[src/rtl/spwm_tri_cmp_if.sv]
// Triangle-ROM port bundle: address/enable out of the modulator, synchronous-read data back in.
interface spwm_tri_cmp_if #(
    parameter int unsigned DW = 10
) ();
    logic [5:0]    rom_ad;
    logic          rom_ce;
    logic [DW-1:0] rom_dout;

    modport master (output rom_ad, output rom_ce, input rom_dout);
    modport slave  (input rom_ad, input rom_ce, output rom_dout);
endinterface

[src/rtl/spwm_tri_cmp.sv]
// Sine-PWM modulator: steps a triangle carrier out of an external ROM, compares it against a
// per-period modulation sample and drives complementary gates with dead-time insertion.
module spwm_tri_cmp #(
    parameter int unsigned TBL_LEN = 50,
    parameter int unsigned DW      = 10,
    parameter int unsigned DIV_W   = 16,
    parameter int unsigned DT_W    = 8
) (
    input  logic                 clk_i,
    input  logic                 rst_i,
    input  logic                 en_i,
    input  logic [DIV_W-1:0]     div_i,
    input  logic [DW-1:0]        mod_val_i,
    input  logic [DT_W-1:0]      dead_i,
    spwm_tri_cmp_if.master       rom,
    output logic [DW-1:0]        carrier_o,
    output logic                 period_start_o,
    output logic                 pwm_h_o,
    output logic                 pwm_l_o
);

    localparam logic [5:0] LastAd = 6'(TBL_LEN - 1);

    typedef enum logic [2:0] {StIdle, StHi, StDtHl, StLo, StDtLh} state_e;

    logic             run_q;
    logic [DIV_W-1:0] pcnt_q, pcnt_d;
    logic [5:0]       ad_q, ad_d;
    logic             wrap_q, wrap_d;
    logic [DW-1:0]    mod_q, mod_d;
    logic [DW-1:0]    mod_s1_q, mod_s1_d;
    logic             v1_q, v2_q, v2_d;
    logic             cmp_q, cmp_d;
    logic [DW-1:0]    carrier_q, carrier_d;
    state_e           state_q, state_d;
    logic [DT_W-1:0]  dt_q, dt_d;
    logic             start, tick;

    // First enabled cycle presents address 0 from the cleared counter.
    assign start = en_i & ~run_q;
    assign tick  = en_i & (pcnt_q >= div_i);

    always_comb begin
        pcnt_d = pcnt_q;
        ad_d   = ad_q;
        wrap_d = 1'b0;
        mod_d  = mod_q;
        if (!en_i) begin
            pcnt_d = '0;
            ad_d   = '0;
            mod_d  = '0;
        end else begin
            if (start) begin
                mod_d = mod_val_i;
            end
            if (tick) begin
                pcnt_d = '0;
                if (ad_q >= LastAd) begin
                    ad_d   = '0;
                    wrap_d = 1'b1;
                    mod_d  = mod_val_i;
                end else begin
                    ad_d = ad_q + 6'd1;
                end
            end else begin
                pcnt_d = pcnt_q + DIV_W'(1);
            end
        end
    end

    // Each sample carries the modulation value of its own period down the pipe.
    always_comb begin
        mod_s1_d  = start ? mod_val_i : mod_q;
        v2_d      = en_i & v1_q;
        cmp_d     = v1_q & (rom.rom_dout < mod_s1_q);
        carrier_d = v1_q ? rom.rom_dout : carrier_q;
    end

    always_comb begin
        state_d = state_q;
        dt_d    = dt_q;
        if (!en_i) begin
            state_d = StIdle;
            dt_d    = '0;
        end else if (v2_q) begin
            unique case (state_q)
                StIdle: begin
                    state_d = cmp_q ? StDtLh : StDtHl;
                    dt_d    = dead_i;
                end
                StHi: begin
                    if (!cmp_q) begin
                        state_d = StDtHl;
                        dt_d    = dead_i;
                    end
                end
                StLo: begin
                    if (cmp_q) begin
                        state_d = StDtLh;
                        dt_d    = dead_i;
                    end
                end
                // A dead interval lasts max(dead, 1) clocks.
                StDtHl: begin
                    if (cmp_q)                     state_d = StHi;
                    else if (dt_q <= DT_W'(1))     state_d = StLo;
                    else                           dt_d    = dt_q - DT_W'(1);
                end
                StDtLh: begin
                    if (!cmp_q)                    state_d = StLo;
                    else if (dt_q <= DT_W'(1))     state_d = StHi;
                    else                           dt_d    = dt_q - DT_W'(1);
                end
                default: state_d = StIdle;
            endcase
        end
    end

    always_ff @(posedge clk_i or posedge rst_i) begin
        if (rst_i) begin
            run_q     <= 1'b0;
            pcnt_q    <= '0;
            ad_q      <= '0;
            wrap_q    <= 1'b0;
            mod_q     <= '0;
            mod_s1_q  <= '0;
            v1_q      <= 1'b0;
            v2_q      <= 1'b0;
            cmp_q     <= 1'b0;
            carrier_q <= '0;
            state_q   <= StIdle;
            dt_q      <= '0;
        end else begin
            run_q     <= en_i;
            pcnt_q    <= pcnt_d;
            ad_q      <= ad_d;
            wrap_q    <= wrap_d;
            mod_q     <= mod_d;
            mod_s1_q  <= mod_s1_d;
            v1_q      <= en_i;
            v2_q      <= v2_d;
            cmp_q     <= cmp_d;
            carrier_q <= carrier_d;
            state_q   <= state_d;
            dt_q      <= dt_d;
        end
    end

    assign rom.rom_ad     = ad_q;
    assign rom.rom_ce     = en_i;
    assign carrier_o      = carrier_q;
    assign period_start_o = en_i & ~rst_i & (start | wrap_q);
    assign pwm_h_o        = (state_q == StHi);
    assign pwm_l_o        = (state_q == StLo);

endmodule

[src/flat_wrapper.sv]
// flat-port wrapper written by rule: the top's interface ports become plain ports
module spwm_tri_cmp_flat 
#(
    parameter int unsigned TBL_LEN = 50,
    parameter int unsigned DW      = 10,
    parameter int unsigned DIV_W   = 16,
    parameter int unsigned DT_W    = 8
)
  (clk_i, rst_i, en_i, div_i, mod_val_i, dead_i, carrier_o, period_start_o, pwm_h_o, pwm_l_o, rom_rom_ad, rom_rom_ce, rom_rom_dout);
  spwm_tri_cmp_if #(.DW(DW)) rom_i ();
  input  logic clk_i;
  input  logic rst_i;
  input  logic en_i;
  input  logic [DIV_W-1:0] div_i;
  input  logic [DW-1:0] mod_val_i;
  input  logic [DT_W-1:0] dead_i;
  output logic [DW-1:0] carrier_o;
  output logic period_start_o;
  output logic pwm_h_o;
  output logic pwm_l_o;
  output wire logic [$bits(rom_i.rom_ad)-1:0] rom_rom_ad;
  output wire logic [$bits(rom_i.rom_ce)-1:0] rom_rom_ce;
  input wire logic [$bits(rom_i.rom_dout)-1:0] rom_rom_dout;
  assign rom_rom_ad = rom_i.rom_ad;
  assign rom_rom_ce = rom_i.rom_ce;
  assign rom_i.rom_dout = rom_rom_dout;
  spwm_tri_cmp #(.TBL_LEN(TBL_LEN), .DW(DW), .DIV_W(DIV_W), .DT_W(DT_W)) u_core (.clk_i(clk_i), .rst_i(rst_i), .en_i(en_i), .div_i(div_i), .mod_val_i(mod_val_i), .dead_i(dead_i), .rom(rom_i), .carrier_o(carrier_o), .period_start_o(period_start_o), .pwm_h_o(pwm_h_o), .pwm_l_o(pwm_l_o));
endmodule
[config.mk]
export PLATFORM = sky130hd
export DESIGN_NAME = spwm_tri_cmp_flat
export DESIGN_NICKNAME = d
export VERILOG_FILES = /design/src/rtl/spwm_tri_cmp_if.sv /design/src/rtl/spwm_tri_cmp.sv /design/src/flat_wrapper.sv
export SDC_FILE = /design/constraint.sdc
export NUM_CORES = 1
export LEC_CHECK = 0
export ABC_AREA = 1
export CORE_ASPECT_RATIO = 0.5
export CORE_UTILIZATION = 45
export DETAILED_ROUTE_END_ITERATION = 16
export DONT_BUFFER_PORTS = 1
export PLACE_DENSITY = 0.7
export SETUP_SLACK_MARGIN = 0.02
export SLEW_MARGIN = 30
export SYNTH_ARGS = -nofsm -noshare
export SYNTH_HDL_FRONTEND = slang
export SYNTH_SLANG_ARGS = --single-unit
[constraint.sdc]
create_clock -name clk_i -period 2.8 [get_ports clk_i]
set_input_delay 0.56 -clock clk_i [delete_from_list [all_inputs] [get_ports clk_i]]
set_output_delay 0.56 -clock clk_i [all_outputs]
set_load 0.1 [all_outputs]
# After elaboration in Yosys (flattened, before gate mapping)
# Cells that the tools add are included.
# op_classes
add_sub_neg	3
order_cmp	4
muxes	30
n_reduce_logical	3
n_shift	0
n_div	0
eq_ne	13
n_mul	0
n_bitwise	9
# op_table
op	count
8-bit 2-to-1 mux	7
10-bit 2-to-1 mux	4
8-bit case mux with 5 select lines	1
16-bit 2-to-1 mux	2
3-bit 2-to-1 mux	9
6-bit 2-to-1 mux	3
16-bit by 1-bit adder with 16-bit output, second input constant	1
16-bit greater-or-equal comparator	1
3-bit case mux with 5 select lines	1
10-bit < comparator	1
8-bit by 1-bit less-or-equal comparator with 1-bit output, second input constant	1
8-bit by 1-bit subtractor with 8-bit output, second input constant	1
6-bit by 1-bit adder with 6-bit output, second input constant	1
1-bit AND	6
3-bit by 2-bit equality test with 1-bit output, second input constant	2
6-bit greater-or-equal comparator, second input constant	1
3-bit by 2-bit != test with 1-bit output, second input constant	2
3-bit != test, second input constant	2
6-bit by 1-bit != test with 1-bit output, second input constant	1
6-bit AND reduction	1
5-bit AND reduction	1
2-bit by 1-bit != test with 1-bit output, second input constant	2
4-bit by 2-bit != test with 1-bit output, second input constant	1
4-bit != test, second input constant	1
6 further kinds	9
# word_totals
n_memories	0
mem_bits_rw	0
romBits	0
latchBits	0
regBits	67

# Longest topological paths before layout
# depth
ltp_word	6
mapped_depth	14
mapped_depth_nobuf	13

# Worst setup path after synthesis
# No wires, ideal clock.
# synth_path
path_kind	input port to output port
startpoint	input en_i
endpoint	output period_start_o
setup_slack_ns	-0.654
path_stages	3
arrival_time_ns	2.894
path_buffers	1
required_time_ns	2.240
cell_sequence	inv_1 -> clkbuf_1 -> nor3_1
# synth_between
elab_chain_len	3
elab_cells_between_ends	4
classes_between	bitwise (4)
# synth_lines
element	line	source
start, declared	flat_wrapper.sv:13	input logic en_i;
1-bit AND	spwm_tri_cmp.sv:40	assign start = en_i & ~run_q;
1-bit OR	spwm_tri_cmp.sv:152	assign period_start_o = en_i & ~rst_i & (start | wrap_q);
1-bit AND *	spwm_tri_cmp.sv:152	
end, declared	flat_wrapper.sv:18	output logic period_start_o;
# Mark *: on every way between the ends. The rest lies on a longest branch, timed or not.

# Worst setup path in the final report
# layout_path
startpoint	register u_core.run_q
endpoint	output period_start_o
# layout_between
elab_chain_len	4
# layout_lines
element	line	source
start, declared	spwm_tri_cmp.sv:26	logic run_q;
start signal, assigned	spwm_tri_cmp.sv:134	run_q <= en_i;
1-bit inverter	spwm_tri_cmp.sv:40	
1-bit AND	spwm_tri_cmp.sv:40	
1-bit OR	spwm_tri_cmp.sv:152	
1-bit AND	spwm_tri_cmp.sv:152	
# Every way passes these cells.

==> out/metrics.cfg <==
[clock_network]
cts_tree = done
clk_latency_ns = 0.33
htreeDepth = 3
hold_buffers = 0
cts_setup_buffers = 0
cts_num_sinks = 67
cts_root_buffer = clkbuf_16
path_clk_slew_ns = 0.06
clk_path_buf_depth = 2
cts_resized = 0
numCtsBuffers = 9

[sta]
fin_setup_tns_ns = 0
hold_ws_ns = 0.2316
fin_ws_ns = 0.5550
worst_pin_slew_ns = 0.9233
max_freq_ghz = 0.4454
setup_violations = 0
maxSlewViolCount = 0
relSlewSlack = 0.3845
min_period_ns = 2.245
post-route-period-util = 0.8018
skew_ns = 0.008737
finalHoldViolCount = 0
rsz0062_at_grt = false

[global_route]
antenna_found_initial = 0
gr-total-overflow = 0
grt_pass1_wl_um = 14570
grt_usage = 0.1947
grt_max_degree = 43
grt_pass1_vias = 3153

[placement]
preCtsSetupSlack_ns = 0.5080
port_buffers = 0
post-place-cells = 665
place_congestion = 0.8430
post_dp_cell_area_mm2 = 0.004280
dp_hpwl_um = 6188

[synthesis]
syn_nets = 632
synth.avg_cell_area_um2 = 7.406
synth_seq_area_share = 0.4087
synth.ff_latch_count = 67
synthesis.area_mm2 = 0.004103
synthCells = 554
yosysTopAreaCellShare = 0.4087
synth_area_leaders = dfrtp_1 (41%), nand2_1 (16%), ha_1 (9.5%), inv_1 (6.5%), nor2_1 (4.8%)
yosysTopAreaCell = dfrtp_1
ys_types = 32
synth_warnings = 0

[setup_path]
crit_path_max_fanout = 14
arrival_ns = 1.68
crit_path_end_kind = output pin
worstRegToRegCells = 7
required_ns = 2.24
worstSetupStartpointType = register
path_class = reg -> out

[die]
dieWidth_um = 137.0
die_area_mm2 = 0.009526
dieHeight_um = 69.52
coreArea_mm2 = 0.008768
fp-row-count = 24
ios = 67
initial_utilization = 0.4679

[detailed_routing]
routedWlPerCell_um = 12.83
wl_um = 8724
dr_total_vias = 3475
antenna_left = 0
drt_iter0_drc = 177
via_per_inst = 5.110
firstDrtPassIters = 4
drc_errors = 0

[final_layout]
design_area_mm2 = 0.004576
drive_gt1_frac = 0.07460
register_area_mm2 = 0.001677
utilization = 0.5218
multi_input_area_mm2 = 0.002077
stdcell_count = 680
num_antenna_cells = 0
fill_cells = 847
area_growth_pct = 11.53
final_nets = 637

[min_path]
hold_class = in -> async

[power_and_ir_drop]
ir_drop_mv = 0.4037
fin_total_pwr_mw = 3.242
p_leak_nw = 2.406
powerDensity_mw_per_mm2 = 708.5

[status]
status = completed

[flow_run]
drv_cap = 0

## area by class of cell
class,instances,share of cell area
well taps,117,0.03199
flip-flops and latches,67,0.3664
repair buffers,12,0.02242
clock buffers,13,0.05688
inverters,74,0.06071
clock inverters,2,0.007657
multi-input cells,395,0.4539
## worst max-delay path, stage by stage, from the launching register on
cell,delay [ns]
dfrtp_1,0.53
inv_2,0.28
nor2_1,0.12
nor3_4,0.12
buf_4,0.31
## cells in the final DEF, fill, tap and decap left out, types with 3 or more instances in the layout
cell type / n
nand3_1: 29
a31oi_1: 3
nor3_1: 6
nand4_1: 20
o21ai_0: 26
clkbuf_16: 9
inv_1: 70
o21ai_1: 11
nand2_1: 170
buf_4: 11
nor2_4: 3
dfrtp_1: 67
xor2_1: 8
a21oi_1: 15
ha_1: 31
nor2_1: 51
inv_2: 4
## logic make-up after synthesis
kind of cell	after synthesis	share of synthesized area
and+or+nand+nor	289	0.2998
buffers and inverters	92	0.08905
DFF	67	0.4087
AOI/OAI and AO/OA	65	0.08661
adders and majority gates	31	0.09454
xor gates and xnor gates	10	0.02135
## path summary, 6_finish.rpt
path	start	to	slack, ns
worst max-delay path	u_core.run_q	period_start_o	0.56
max in group asynchronous	rst_i	u_core.carrier_o[5]	1.93
min in group clk_i	en_i	u_core.run_q	0.27
worst max register to register	u_core.run_q	u_core.mod_q[5]	0.60
worst min-delay path	rst_i	u_core.mod_s1_q[3]	0.23
worst min register to register	u_core.dt_q[1]	u_core.dt_q[1]	0.48
## per-layer routing
| layer | vias to the layer above | wire [um] | global-route usage |
|---|---|---|---|
| met5 | - | 0 | 0 |
| met4 | 0 | 68 | 0.04518 |
| met3 | 6 | 417 | 0.05263 |
| met2 | 77 | 4051 | 0.3165 |
| met1 | 1610 | 4187 | 0.2582 |
| li1 | 1782 | - | - |
## power breakdown
group | internal [mW] | switching (mW) | total (mW)
clock network | 0.732 | 0.396 | 1.13
logic | 0.262 | 0.570 | 0.832
registers | 1.08 | 0.206 | 1.28
## Yosys cell counts
cell type and instances:
nor2_1 53, xor2_1 8, nand4_1 20, o21a_1 2, nand2_1 170, xnor2_1 2, or2_2 1, ha_1 31
clkbuf_1 4, nand3_2 2, buf_1 2, o21ai_2 1, o211ai_1 1, a31o_2 1, a21oi_1 15, o21ai_0 26
o21ai_1 11, a21boi_0 1, nor3_1 7, nand3_1 29, dfrtp_1 67, inv_2 3, nand2_2 2, buf_2 10
a31oi_1 3, o21bai_1 1, o22ai_1 1, inv_1 71, nand3b_1 2, nor2_4 3, buf_4 2, a211oi_1 2
## flip-flops by register name, summed over array words and instances (netlist names)
name / count
u_core.cmp_q: 1
u_core.carrier_o: 10
u_core.mod_s1_q: 10
u_core.rom.rom_ad: 6
u_core.pcnt_q: 16
u_core.mod_q: 10
u_core.v2_q: 1
u_core.state_q: 3
u_core.wrap_q: 1
u_core.run_q: 1
u_core.dt_q: 8
Power figures use the tool's default switching activity.
